[config.mk]
export PLATFORM = sky130hd
export DESIGN_NAME = reserv_station_flat
export DESIGN_NICKNAME = d
export VERILOG_FILES = /design/src/rtl/reserv_station_pkg.sv /design/src/rtl/reserv_station_if.sv /design/src/rtl/reserv_station_prio_enc.sv /design/src/rtl/reserv_station.sv /design/src/flat_wrapper.sv
export SDC_FILE = /design/constraint.sdc
export NUM_CORES = 1
export LEC_CHECK = 0
export ABC_CLOCK_PERIOD_IN_PS = 3900
export CAP_MARGIN = 5
export CORE_AREA = 2 2 151 123
export DETAILED_ROUTE_END_ITERATION = 10
export DIE_AREA = 0 0 153 125
export MAX_ROUTING_LAYER = met4
export PLACE_DENSITY = 0.72
export SYNTH_ARGS = -nofsm -noshare
export SYNTH_HDL_FRONTEND = slang
export SYNTH_HIERARCHICAL = 1
export SYNTH_SLANG_ARGS = --single-unit
[constraint.sdc]
create_clock -name clock -period 3.9 [get_ports clock]
set_input_delay 0.39 -clock clock [delete_from_list [all_inputs] [get_ports clock]]
set_output_delay 0.39 -clock clock [all_outputs]
set_load 0.005 [all_outputs]
[src/rtl/reserv_station_pkg.sv]
// Shared constants for the reservation station: default widths, the empty-tag
// encoding and the operation encodings.
package reserv_station_pkg;

  localparam int DATA_W_DEF = 17;
  localparam int TAG_W_DEF  = 3;

  // Producer tag meaning "operand value already present"
  localparam int TAG_NONE = 0;

  localparam logic OP_ADDMUL = 1'b1;
  localparam logic OP_SUBDIV = 1'b0;

endpackage : reserv_station_pkg

[src/rtl/reserv_station_if.sv]
// Dispatch / common-data-bus / functional-unit bundle of the reservation station.
// The station uses the slave modport; the dispatch side uses master.
interface reserv_station_if
  import reserv_station_pkg::*;
#(
  parameter int ENTRIES = 4,
  parameter int DATA_W  = DATA_W_DEF,
  parameter int TAG_W   = TAG_W_DEF
);

  localparam int CNT_W = $clog2(ENTRIES + 1);

  logic              issue_valid;
  logic              issue_ready;
  logic              issue_op;
  logic [DATA_W-1:0] issue_vj;
  logic [DATA_W-1:0] issue_vk;
  logic [TAG_W-1:0]  issue_qj;
  logic [TAG_W-1:0]  issue_qk;
  logic [TAG_W-1:0]  issue_tag;

  logic              cdb_valid;
  logic [TAG_W-1:0]  cdb_tag;
  logic [DATA_W-1:0] cdb_data;

  logic              fu_valid;
  logic              fu_ready;
  logic              fu_op;
  logic [DATA_W-1:0] fu_a;
  logic [DATA_W-1:0] fu_b;
  logic [TAG_W-1:0]  fu_tag;

  logic [CNT_W-1:0]  count;

  modport master (
    output issue_valid, issue_op, issue_vj, issue_vk, issue_qj, issue_qk,
    output cdb_valid, cdb_tag, cdb_data,
    output fu_ready,
    input  issue_ready, issue_tag,
    input  fu_valid, fu_op, fu_a, fu_b, fu_tag,
    input  count
  );

  modport slave (
    input  issue_valid, issue_op, issue_vj, issue_vk, issue_qj, issue_qk,
    input  cdb_valid, cdb_tag, cdb_data,
    input  fu_ready,
    output issue_ready, issue_tag,
    output fu_valid, fu_op, fu_a, fu_b, fu_tag,
    output count
  );

endinterface : reserv_station_if

[src/rtl/reserv_station_prio_enc.sv]
// Lowest-index priority encoder, shared by free-slot and ready-slot selection.
module rs_prio_enc #(
  parameter int N     = 4,
  parameter int IDX_W = (N > 1) ? $clog2(N) : 1
) (
  input  logic [N-1:0]     req,
  output logic             any,
  output logic [IDX_W-1:0] idx
);

  // Scan from the top down so the lowest set bit is the last one to win
  always_comb begin
    any = 1'b0;
    idx = '0;
    for (int i = N - 1; i >= 0; i--) begin
      if (req[i]) begin
        any = 1'b1;
        idx = IDX_W'(i);
      end else begin
        any = any;
      end
    end
  end

endmodule : rs_prio_enc

[src/rtl/reserv_station.sv]
// Tomasulo-style reservation station with CDB operand snooping.
// Optional macro RS_BYPASS_EN: forward a same-cycle CDB broadcast into an issuing entry.
module reserv_station
  import reserv_station_pkg::*;
#(
  parameter int ENTRIES = 4,
  parameter int DATA_W  = DATA_W_DEF,
  parameter int TAG_W   = TAG_W_DEF,
  parameter int RS_BASE = 1
) (
  input  logic             clock,
  input  logic             resetn,
  input  logic             flush,
  reserv_station_if.slave  bus
);

  localparam int IDX_W = (ENTRIES > 1) ? $clog2(ENTRIES) : 1;
  localparam int CNT_W = $clog2(ENTRIES + 1);
  localparam logic [TAG_W-1:0] TAG_Z = TAG_W'(TAG_NONE);

  logic [ENTRIES-1:0] busy_r;
  logic [ENTRIES-1:0] op_r;
  logic [DATA_W-1:0]  vj_r [ENTRIES];
  logic [DATA_W-1:0]  vk_r [ENTRIES];
  logic [TAG_W-1:0]   qj_r [ENTRIES];
  logic [TAG_W-1:0]   qk_r [ENTRIES];

  logic [ENTRIES-1:0] free_vec_s;
  logic [ENTRIES-1:0] ready_vec_s;
  logic               free_any_s;
  logic               ready_any_s;
  logic [IDX_W-1:0]   free_idx_s;
  logic [IDX_W-1:0]   ready_idx_s;

  logic               issue_fire_s;
  logic               dispatch_s;
  logic               cdb_live_s;
  logic [DATA_W-1:0]  iss_vj_s;
  logic [DATA_W-1:0]  iss_vk_s;
  logic [TAG_W-1:0]   iss_qj_s;
  logic [TAG_W-1:0]   iss_qk_s;

  // Slot status vectors feeding the two priority encoders
  always_comb begin
    free_vec_s  = '0;
    ready_vec_s = '0;
    for (int i = 0; i < ENTRIES; i++) begin
      free_vec_s[i]  = ~busy_r[i];
      ready_vec_s[i] = busy_r[i] && (qj_r[i] == TAG_Z) && (qk_r[i] == TAG_Z);
    end
  end

  rs_prio_enc #(.N(ENTRIES), .IDX_W(IDX_W)) u_free_enc (
    .req (free_vec_s),
    .any (free_any_s),
    .idx (free_idx_s)
  );

  rs_prio_enc #(.N(ENTRIES), .IDX_W(IDX_W)) u_ready_enc (
    .req (ready_vec_s),
    .any (ready_any_s),
    .idx (ready_idx_s)
  );

  // Issue-side handshake and tag of the slot the offered instruction will take
  always_comb begin
`ifdef RS_BYPASS_EN
    bus.issue_ready = free_any_s && !flush;
`else
    // Without forwarding, a broadcast would slip past an issuing entry
    bus.issue_ready = free_any_s && !flush && !bus.cdb_valid;
`endif
    if (free_any_s) begin
      bus.issue_tag = TAG_W'(RS_BASE) + TAG_W'(free_idx_s);
    end else begin
      bus.issue_tag = TAG_Z;
    end
  end

  assign issue_fire_s = bus.issue_valid && bus.issue_ready;
  assign dispatch_s   = ready_any_s && bus.fu_ready;
  assign cdb_live_s   = bus.cdb_valid && (bus.cdb_tag != TAG_Z);

  // Operand values and tags written into the slot on issue
  always_comb begin
    iss_vj_s = bus.issue_vj;
    iss_vk_s = bus.issue_vk;
    iss_qj_s = bus.issue_qj;
    iss_qk_s = bus.issue_qk;
`ifdef RS_BYPASS_EN
    if (cdb_live_s && (bus.issue_qj == bus.cdb_tag)) begin
      iss_vj_s = bus.cdb_data;
      iss_qj_s = TAG_Z;
    end else begin
      iss_qj_s = bus.issue_qj;
    end
    if (cdb_live_s && (bus.issue_qk == bus.cdb_tag)) begin
      iss_vk_s = bus.cdb_data;
      iss_qk_s = TAG_Z;
    end else begin
      iss_qk_s = bus.issue_qk;
    end
`endif
  end

  // Functional-unit offer from the lowest-index ready slot, zeroed when idle
  always_comb begin
    bus.fu_valid = ready_any_s;
    if (ready_any_s) begin
      bus.fu_op  = op_r[ready_idx_s];
      bus.fu_a   = vj_r[ready_idx_s];
      bus.fu_b   = vk_r[ready_idx_s];
      bus.fu_tag = TAG_W'(RS_BASE) + TAG_W'(ready_idx_s);
    end else begin
      bus.fu_op  = OP_SUBDIV;
      bus.fu_a   = '0;
      bus.fu_b   = '0;
      bus.fu_tag = TAG_Z;
    end
  end

  // Occupancy count over the busy flags
  always_comb begin
    bus.count = '0;
    for (int i = 0; i < ENTRIES; i++) begin
      bus.count = bus.count + CNT_W'(busy_r[i]);
    end
  end

  // Slot storage: reset, flush, then per-slot snoop / dispatch / issue
  always_ff @(posedge clock) begin
    if (!resetn) begin
      busy_r <= '0;
      op_r   <= '0;
      for (int i = 0; i < ENTRIES; i++) begin
        vj_r[i] <= '0;
        vk_r[i] <= '0;
        qj_r[i] <= TAG_Z;
        qk_r[i] <= TAG_Z;
      end
    end else if (flush) begin
      busy_r <= '0;
    end else begin
      for (int i = 0; i < ENTRIES; i++) begin
        // Issue only targets a free slot; snoop and dispatch only touch busy ones
        if (issue_fire_s && (free_idx_s == IDX_W'(i))) begin
          busy_r[i] <= 1'b1;
          op_r[i]   <= bus.issue_op;
          vj_r[i]   <= iss_vj_s;
          vk_r[i]   <= iss_vk_s;
          qj_r[i]   <= iss_qj_s;
          qk_r[i]   <= iss_qk_s;
        end else if (busy_r[i]) begin
          if (dispatch_s && (ready_idx_s == IDX_W'(i))) begin
            busy_r[i] <= 1'b0;
          end
          if (cdb_live_s && (qj_r[i] == bus.cdb_tag)) begin
            vj_r[i] <= bus.cdb_data;
            qj_r[i] <= TAG_Z;
          end
          if (cdb_live_s && (qk_r[i] == bus.cdb_tag)) begin
            vk_r[i] <= bus.cdb_data;
            qk_r[i] <= TAG_Z;
          end
        end
      end
    end
  end

endmodule : reserv_station

[src/flat_wrapper.sv]
// flat-port wrapper written by rule: the top's interface ports become plain ports
module reserv_station_flat import reserv_station_pkg::*;
#(
  parameter int ENTRIES = 4,
  parameter int DATA_W  = DATA_W_DEF,
  parameter int TAG_W   = TAG_W_DEF,
  parameter int RS_BASE = 1
)
  (clock, resetn, flush, bus_issue_valid, bus_issue_op, bus_issue_vj, bus_issue_vk, bus_issue_qj, bus_issue_qk, bus_cdb_valid, bus_cdb_tag, bus_cdb_data, bus_fu_ready, bus_issue_ready, bus_issue_tag, bus_fu_valid, bus_fu_op, bus_fu_a, bus_fu_b, bus_fu_tag, bus_count);
  reserv_station_if #(.ENTRIES(ENTRIES), .DATA_W(DATA_W), .TAG_W(TAG_W)) bus_i ();
  input  logic clock;
  input  logic resetn;
  input  logic flush;
  input wire logic [$bits(bus_i.issue_valid)-1:0] bus_issue_valid;
  input wire logic [$bits(bus_i.issue_op)-1:0] bus_issue_op;
  input wire logic [$bits(bus_i.issue_vj)-1:0] bus_issue_vj;
  input wire logic [$bits(bus_i.issue_vk)-1:0] bus_issue_vk;
  input wire logic [$bits(bus_i.issue_qj)-1:0] bus_issue_qj;
  input wire logic [$bits(bus_i.issue_qk)-1:0] bus_issue_qk;
  input wire logic [$bits(bus_i.cdb_valid)-1:0] bus_cdb_valid;
  input wire logic [$bits(bus_i.cdb_tag)-1:0] bus_cdb_tag;
  input wire logic [$bits(bus_i.cdb_data)-1:0] bus_cdb_data;
  input wire logic [$bits(bus_i.fu_ready)-1:0] bus_fu_ready;
  output wire logic [$bits(bus_i.issue_ready)-1:0] bus_issue_ready;
  output wire logic [$bits(bus_i.issue_tag)-1:0] bus_issue_tag;
  output wire logic [$bits(bus_i.fu_valid)-1:0] bus_fu_valid;
  output wire logic [$bits(bus_i.fu_op)-1:0] bus_fu_op;
  output wire logic [$bits(bus_i.fu_a)-1:0] bus_fu_a;
  output wire logic [$bits(bus_i.fu_b)-1:0] bus_fu_b;
  output wire logic [$bits(bus_i.fu_tag)-1:0] bus_fu_tag;
  output wire logic [$bits(bus_i.count)-1:0] bus_count;
  assign bus_i.issue_valid = bus_issue_valid;
  assign bus_i.issue_op = bus_issue_op;
  assign bus_i.issue_vj = bus_issue_vj;
  assign bus_i.issue_vk = bus_issue_vk;
  assign bus_i.issue_qj = bus_issue_qj;
  assign bus_i.issue_qk = bus_issue_qk;
  assign bus_i.cdb_valid = bus_cdb_valid;
  assign bus_i.cdb_tag = bus_cdb_tag;
  assign bus_i.cdb_data = bus_cdb_data;
  assign bus_i.fu_ready = bus_fu_ready;
  assign bus_issue_ready = bus_i.issue_ready;
  assign bus_issue_tag = bus_i.issue_tag;
  assign bus_fu_valid = bus_i.fu_valid;
  assign bus_fu_op = bus_i.fu_op;
  assign bus_fu_a = bus_i.fu_a;
  assign bus_fu_b = bus_i.fu_b;
  assign bus_fu_tag = bus_i.fu_tag;
  assign bus_count = bus_i.count;
  reserv_station #(.ENTRIES(ENTRIES), .DATA_W(DATA_W), .TAG_W(TAG_W), .RS_BASE(RS_BASE)) u_core (.clock(clock), .resetn(resetn), .flush(flush), .bus(bus_i));
endmodule
Word-level counts from Yosys, hierarchy flattened. Memories as Yosys holds them, arrays and structs flattened. Index checks and enable logic that the tools add are counted.

Bits in registers: 8. Latch bits: 0. RAM bits: 160. Memory bits (read-only): 0. Input port bits: 67. Output and inout bits: 46. Word-level logic and storage cells: 242. Memories kept: 4.

$add $sub $neg: 5. $mul: 0. Div/mod/pow operators: 0. $lt $le $gt $ge: 1. Equality and inequality tests: 14. Shift operators: 0. Muxes and demuxes: 132. Bitwise operators: 34. Reduce and logical (&&, ||, !) cells: 47.

Memories: u_core.vj_r (words 4, bits a word 17, rd ports 1, clocked after memory_dff 0, wr ports 4, RTL line reserv_station.sv:23) `logic [DATA_W-1:0] vj_r [ENTRIES];`; u_core.vk_r (words 4, bits a word 17, rd ports 1, clocked after memory_dff 0, wr ports 4, RTL line reserv_station.sv:24) `logic [DATA_W-1:0] vk_r [ENTRIES];`; u_core.qj_r (words 4, bits a word 3, rd ports 4, clocked after memory_dff 0, wr ports 4, RTL line reserv_station.sv:25) `logic [TAG_W-1:0] qj_r [ENTRIES];`; u_core.qk_r (words 4, bits a word 3, rd ports 4, clocked after memory_dff 0, wr ports 4, RTL line reserv_station.sv:26) `logic [TAG_W-1:0] qk_r [ENTRIES];`.

Operators with widths (count): $mux W17 (18); $mux W1 (87); $mux W3 (18); $or A1 B1 Y1 (32); $logic_and A1 B1 Y1 (29); $eq A3 B3 Y1 (8); $logic_not A3 Y1 (8); $mux W2 (8); $eq A2 B2 Y1 const B (4); $reduce_and A2 Y1 (4); $add A1 B2 Y3 const A (2); $add A3 B1 Y3 (2); $eq A2 B1 Y1 const B (2); $logic_not A2 Y1 (2); $lt A2 B3 Y1 const B (1); $reduce_bool A3 Y1 (1); $add A1 B1 Y2 (1); $bmux W1 S2 (1); $logic_not A1 Y1 (2); $not A1 Y1 (2); $reduce_or A2 Y1 (1).

Longest topological paths before layout. Gate-level depths: netlist (run 1).

Word-level depth: 14. Gate-level depth with buffers: 11. Depth with buffers taken out: 9.

By module. The synthesis (run 1) kept the hierarchy.

By module, submodules not included: reserv_station (instances 1, cells each 614, area an instance 8580.7 um2, sequential area each 4964.8 um2); rs_prio_enc (instances 2, cells each 7, area an instance 35.0 um2, sequential area each 0.0 um2).

Worst setup path after synthesis (run 1). No wires, ideal clock.

Path kind: reg-to-output. Start: memory u_core/qk_r[1][2] (netlist name). End: output bus_fu_a[0]. Arrival: 2.565 ns. Data required time: 3.510 ns. Path slack: 0.945 ns. Stages on the path, launching flop included: 9. Buffers on the path: 2. Path through: edfxtp_1 -> or4_1 -> nor4_1 -> inv_1 -> a21oi_2 -> buf_4 -> buf_4 -> mux4_2 -> and2_1.

RTL lines: start: declaration (RTL line reserv_station.sv:26); end: declaration (RTL line flat_wrapper.sv:28) `output wire logic [$bits(bus_i.fu_a)-1:0] bus_fu_a;`.

==> flow_summary_export.csv, run 1 <==
group,metric,value,unit
worst_setup_path,r2r_cells,7,
global_routing,grt_pass1_vias,6458,
floorplanning,dieArea,19100,µm²
place,dp_slack,0.451,ns
global_routing,overflow,0,
worst_setup_path,r2r_slack,1.12,ns
timing,hold_viol,0,
hold_path,whs_endpoint,"u_core/op_r[3]",
timing,finalCritPeriodShare,0.986,
yosys,yosys-top-cells-count,"edfxtp_1 (160), o22ai_1 (102), and2_1 (63)",
yosys,synth_top_area_cell,"edfxtp_1",
clock_tree,clk_pin_slew_worst_paths,0.06,ns
yosys,synthMostInstantiatedCell,"edfxtp_1",
clock_tree,clock_sinks,168,
floorplanning,io_pins,113,
worst_setup_path,critPathSlowestCell,"or4_4",
timing,slew_viol_final,0,
yosys,yosys-top-cells-area,"edfxtp_1 (56%), mux4_2 (9.1%), o22ai_1 (7.4%)",
global_routing,antenna_found_initial,0,
yosys,post_synth_instance_area,8650,µm²
clock_tree,clock_latency,0.43,ns
timing,tightest_slew,0.812,ns
floorplanning,fp.dieW,153,µm
route,dr.pass1.iters,5,
worst_setup_path,reg2reg_to,"u_core/vj_r[2][10]",
worst_setup_path,worstPathCellList,"or4_4, nor4_4, nand2b_1, a21oi_4, buf_4, clkbuf_16, mux4_2, and2_1, clkdlybuf4s50_1",
yosys,synth_seq_cells,168,
place,placed_area,10100,µm²
timing,fin_ws,0.0564,ns
hold_path,min_path_cells,2,
route,route.detailed.drc,0,
global_routing,grt_max_degree,42,
floorplanning,start_util,0.486,
global_routing,grt_pass1_wl,37100,µm
finish,nNetsFinal,825,
clock_tree,cts_buffers,17,
floorplanning,core_area,17800,µm²
worst_setup_path,path_max_fanout,15,
yosys,netlist_instances,628,
route,ant_nets,0,
hold_path,hold_class,"reg -> reg",
global_routing,track_usage,0.267,
place,numPortBuffers,112,
worst_setup_path,cp_data_required_time,3.51,ns
timing,clock.fmax,260,MHz
place,place_hpwl,15300,µm
finish,nFillCells,1353,
finish,fin_cells,990,
timing,max-slew-margin-rel,0.457,
yosys,synth-edff-count,160,
finish,finish.instance_area,10800,µm²
floorplanning,num_rows,44,
hold_path,min_from,"u_core/op_r[3]",
yosys,synth_ff_type,"edfxtp_1",
power,worst_ir_drop_vdd,0.000307,V
place,gp_congestion,0.942,
route,dr.first_iter.drc_count,704,
timing,setup_viol,0,
worst_setup_path,path_class,"reg -> out",
power,p_leak,0.00364,µW
place,placed_cells,954,
job,cap_viol_max_count,0,
timing,clock_skew,0.00690,ns
yosys,yosysSeqAreaShare,0.574,
yosys,yosysTopAreaCellShare,0.555,
worst_setup_path,worstSetupEndpointType,"output port",
run_status,outcome,"finished clean",
route,wl_per_cell,24.9,µm
route,vias,6316,
clock_tree,cts_tree,"built",
yosys,async_reset_ff_frac,0,
yosys,syn_nets,706,
worst_setup_path,crit_arrival,3.45,ns
route,via_per_inst,6.38,
clock_tree,cts_root_buf,"clkbuf_16",
finish,synthToLayoutAreaGrowth,24.4,%
clock_tree,ctsHtreeMaxLevel,4,
timing,period_minus_slack,3.84,ns
floorplanning,die_y,125,µm
yosys,yosys_warnings,6,
finish,drive_gt1_frac,0.163,
power,p_per_area,376,nW/µm²
route,wl,24700,µm
clock_tree,clockBufferDepth,2,
yosys,synth_cell_types,40,
yosys,avgSynthCellArea,13.8,µm²
worst_setup_path,worstSetupStartpointType,"flip-flop",
worst_setup_path,r2r_start,"u_core/busy_r[3]",
finish,n_antenna_cell,0,
worst_setup_path,slowest_delay,0.57,ns
==> kinds of logic (layout without fill, tap and decap cells) <==
kind of cell / Yosys count / after routing / synth area share
AOI/OAI and AO/OA: 155 / 155 / 0.123
xor gates and xnor gates: 24 / 24 / 0.0243
adders and majority gates: 11 / 11 / 0.0168
buffers and inverters: 96 / 228 / 0.0537
DFF: 168 / 168 / 0.574
muxes: 35 / 35 / 0.0911
and+or+nand+nor: 139 / 139 / 0.117
==> where the power goes <==
group          total, µW  internal [µW]  switching [µW]  leakage [µW]
Clock               1680            996             686      0.000287
Sequential          2060           2040            24.2       0.00172
Combinational        298            132             165       0.00163
Total               4040           3170             875       0.00364
==> registers in the layout, summed over array words and instances, names as in the netlist <==
register       count
u_core/busy_r      4
u_core/qk_r       12
u_core/vj_r       68
u_core/qj_r       12
u_core/vk_r       68
u_core/op_r        4
==> how the worst max path moves through the flow <==
stage                           start            to  cells past startpoint
CTS                 u_core/qk_r[1][2]   bus_fu_a[7]                      8
global placement    u_core/qk_r[3][2]   bus_fu_a[7]                      8
global route        u_core/qk_r[3][2]  bus_fu_a[10]                      9
floorplan           u_core/qk_r[1][2]   bus_fu_a[0]                      8
detailed placement  u_core/qk_r[3][2]   bus_fu_a[7]                      8
finish              u_core/qk_r[3][2]  bus_fu_a[13]                      9
==> per-layer routing <==
layer  vias to the layer above  GRT usage  share of wire
li1                       2729          -              -
met1                      3140      0.350           0.40
met2                       405      0.421           0.49
met3                        42     0.0562          0.093
met4                         0     0.0855          0.018
met5                         -          -              0
==> stage by stage <==
step	hold WS [ns]	TNS, ns	power (µW)	util
5_1_grt	0.519	-0.402	4150	0.605
3_3_place_gp	0.464	0	2380	0.566
4_1_cts	0.499	0	4050	0.599
2_1_floorplan	0.451	0	2250	-
3_5_place_dp	0.484	0	2390	0.566
6_report	0.507	0	4040	0.605
==> placed cells by master (no fill, tap or decap), types with 3 or more instances in the layout <==
master	synthesis	routed
a21oi_1	4	4
and2_1	63	63
buf_12	1	4
buf_4	7	27
bufinv_16	0	3
clkbuf_16	0	19
clkdlybuf4s50_1	0	112
clkinv_2	0	6
dfxtp_1	8	8
edfxtp_1	160	160
ha_1	10	10
inv_1	51	51
mux4_2	35	35
nand2_1	9	9
nand3_1	12	12
nand4_1	13	13
nand4_2	3	3
nand4_4	9	9
nor2_1	4	4
nor3_1	5	4
o211ai_1	8	8
o21ai_0	4	4
o22ai_1	102	102
o2bb2ai_1	34	34
xnor2_1	24	24
==> critical path, delay by kind of cell (launching register included) <==
kind                   cells  cell delay [ns]
AND/OR/NAND/NOR            4             1.15
buffers and inverters      3             0.80
multiplexers               1             0.52
flip-flops                 1             0.40
AO/OA/AOI/OAI              1             0.15
==> what timing repair did <==
action                                  in CTS  in global routing
gates cloned                                 0                  2
buffers inserted                             0                  2
endpoints found under the setup margin       2                 36
gates resized for setup                      1                  8
hold buffers                                 0                  0
pin swaps                                    0                  2
==> final cells by class <==
type	instances	area, µm²	area share
Clock buffer	17	425	0.0395
Timing Repair Buffer	145	1450	0.135
Tap cell	230	288	0.0267
Sequential cell	168	4960	0.461
Inverter	51	191	0.0178
Multi-Input combinational cell	364	3280	0.305
Clock inverter	15	160	0.0149
Power figures use the tool's default switching activity.
==> inputs of run 2 (changes only) <==
--- a/config.mk
+++ b/config.mk
@@ -10,6 +10,7 @@
 export CORE_AREA = 2 2 151 123
 export DETAILED_ROUTE_END_ITERATION = 10
 export DIE_AREA = 0 0 153 125
+export GPL_TIMING_DRIVEN = 0
 export MAX_ROUTING_LAYER = met4
 export PLACE_DENSITY = 0.72
 export SYNTH_ARGS = -nofsm -noshare
==> run 2 against run 1 <==
Effect of this change:
- the run now ends with negative setup slack left
- setup slack worse by 0.070 ns
- sequential cell count unchanged
- clock-buffer cell count rose by 1
- register-to-register slack lost 0.34 ns
- via count grew 5.8%
- sequential power barely moved
==> flow_summary_export.csv, run 2 (same netlist as run 1, synthesis figures left out) <==
group,metric,value,unit
run_status,outcome,"complete, but fails checks",
run_status,violations,"negative setup slack",
worst_setup_path,cp_data_required_time,3.51,ns
floorplanning,core_area,17800,µm²
finish,final_cell_mix,"edfxtp_1 (160), o22ai_1 (102), clkdlybuf4s50_1 (78)",
timing,finalCritPeriodShare,1.00,
worst_setup_path,worstPathCellList,"or4_4, nor4_4, nand2b_1, a21oi_4, buf_12, buf_6, mux4_2, and2_1, clkdlybuf4s50_1",
clock_tree,cts_root_buf,"clkbuf_16",
global_routing,antenna_found_initial,0,
global_routing,track_usage,0.288,
clock_tree,holdBufCountCts,0,
finish,nNetsFinal,872,
finish,layout_commonest_cell,"edfxtp_1",
worst_setup_path,worstSetupEndpointType,"output port",
timing,hold_viol,0,
job,cap_viol_max_count,0,
clock_tree,ctsHtreeMaxLevel,4,
finish,post-route-util,0.629,
global_routing,grt_pass1_vias,6711,
finish,synthToLayoutAreaGrowth,29.3,%
timing,tightest_slew,0.991,ns
route,ant_nets,0,
floorplanning,num_rows,44,
clock_tree,clk_pin_slew_worst_paths,0.06,ns
route,wl,27000,µm
floorplanning,fp.dieW,153,µm
floorplanning,start_util,0.486,
timing,clock.fmax,256,MHz
worst_setup_path,r2r_cells,8,
place,numPortBuffers,109,
timing,fin_ws,-0.0139,ns
worst_setup_path,reg2reg_to,"u_core/vj_r[2][11]",
hold_path,min_from,"u_core/op_r[3]",
timing,slew_viol_final,0,
power,p_leak,0.00439,µW
global_routing,grt_max_degree,17,
clock_tree,clock_sinks,168,
worst_setup_path,critPathSlowestCell,"or4_4",
timing,clock_skew,0.0110,ns
clock_tree,clockBufferDepth,2,
hold_path,hold_class,"reg -> reg",
worst_setup_path,crit_arrival,3.52,ns
timing,setup_tns,-0.0192,ns
place,place_hpwl,18500,µm
route,dr.pass1.iters,5,
floorplanning,dieArea,19100,µm²
global_routing,overflow,0,
route,vias,6684,
finish,drive_gt1_frac,0.211,
timing,max-slew-margin-rel,0.336,
clock_tree,cts_buffers,17,
place,dp_slack,-0.410,ns
power,worst_ir_drop_vdd,0.000312,V
route,wl_per_cell,26.0,µm
floorplanning,io_pins,113,
route,route.detailed.drc,0,
route,dr.first_iter.drc_count,847,
place,gp_congestion,0.950,
worst_setup_path,worstSetupStartpointType,"flip-flop",
finish,nFillCells,1308,
timing,hold_ws,0.490,ns
timing,setup_viol,2,
hold_path,min_path_cells,2,
hold_path,whs_endpoint,"u_core/op_r[3]",
worst_setup_path,r2r_start,"u_core/busy_r[2]",
worst_setup_path,r2r_slack,0.78,ns
timing,period_minus_slack,3.91,ns
worst_setup_path,slowest_delay,0.59,ns
finish,reg_top3,"u_core/vj_r (68), u_core/vk_r (68)",
clock_tree,cts_tree,"built",
floorplanning,die_y,125,µm
worst_setup_path,path_max_fanout,5,
worst_setup_path,path_class,"reg -> out",
finish,n_antenna_cell,0,
global_routing,grt_pass1_wl,39600,µm
power,p_per_area,354,nW/µm²
route,via_per_inst,6.45,
clock_tree,clock_latency,0.44,ns
==> run 2: cell count changes in the layout (fill, tap and decap cells not counted), moves of 4 or more <==
cell / previous run / this run
buf_2: 0 / 17
buf_4: 27 / 32
buf_6: 0 / 12
clkbuf_1: 0 / 8
clkbuf_2: 0 / 4
clkdlybuf4s50_1: 112 / 78
dlymetal6s2s_1: 0 / 29
==> run 2: through the flow <==
step                      std cells  area, µm²  power, µW
after floorplan                 628       8650       2250
after global placement          967      10000       2390
after detailed placement        983      10200       2410
after CTS                      1023      10900       3950
after global routing           1037      11200       4060
final                          1037      11200       3960
==> run 2: layout make-up <==
type | instances | area, µm² | area share
buffer | 45 | 358 | 0.0320
clock buffer | 18 | 429 | 0.0384
clock inverter | 14 | 108 | 0.00962
inverter | 51 | 191 | 0.0171
multi-input combinational | 364 | 3300 | 0.295
sequential | 168 | 4960 | 0.444
tap | 230 | 288 | 0.0257
timing repair buffer | 147 | 1550 | 0.138
==> run 2: how the worst max path moves through the flow <==
| stage | to | cells past startpoint | startpoint | slack (ns) |
|---|---|---|---|---|
| 2_1_floorplan | bus_fu_a[0] | 8 | u_core/qk_r[1][2] | 0.94 |
| 3_5_place_dp | bus_fu_tag[1] | 10 | u_core/qk_r[2][2] | -0.41 |
| 5_1_grt | bus_fu_b[2] | 9 | u_core/qk_r[1][2] | -0.04 |
| 6_report | bus_fu_a[14] | 9 | u_core/qk_r[3][2] | -0.01 |
| 4_1_cts | bus_fu_b[11] | 9 | u_core/qj_r[1][2] | -0.11 |
| 3_3_place_gp | bus_fu_tag[1] | 10 | u_core/qk_r[2][2] | -0.41 |
==> run 2: worst max-delay path, delay by kind of cell (launching register included) <==
kind,cells,cell delay (ns)
mux,1,0.48
simple gates,4,1.12
compound gates,1,0.30
flops,1,0.42
buf+inv,3,0.77
==> run 2: metal layers <==
metal	wire length (µm)	part of all wire	GRT usage	vias up
met5	0	0	-	-
met4	673	0.025	0.0969	0
met3	2820	0.10	0.0603	60
met2	12900	0.48	0.448	481
met1	10600	0.39	0.381	3298
li1	-	-	-	2845
==> run 2: timing repair <==
action	4_1_cts	5_1_grt
resized for setup	28	49
endpoints found under the hold margin	0	0
gates cloned	1	3
endpoints found under the setup margin	38	34
setup buffers	7	11
pin swaps	4	4
==> run 2: where the power goes <==
group          leakage (µW)  total [µW]  switching, µW  internal (µW)
sequential          0.00172        2070           25.5           2040
combinational       0.00241         321            175            146
clock              0.000262        1570            702            868
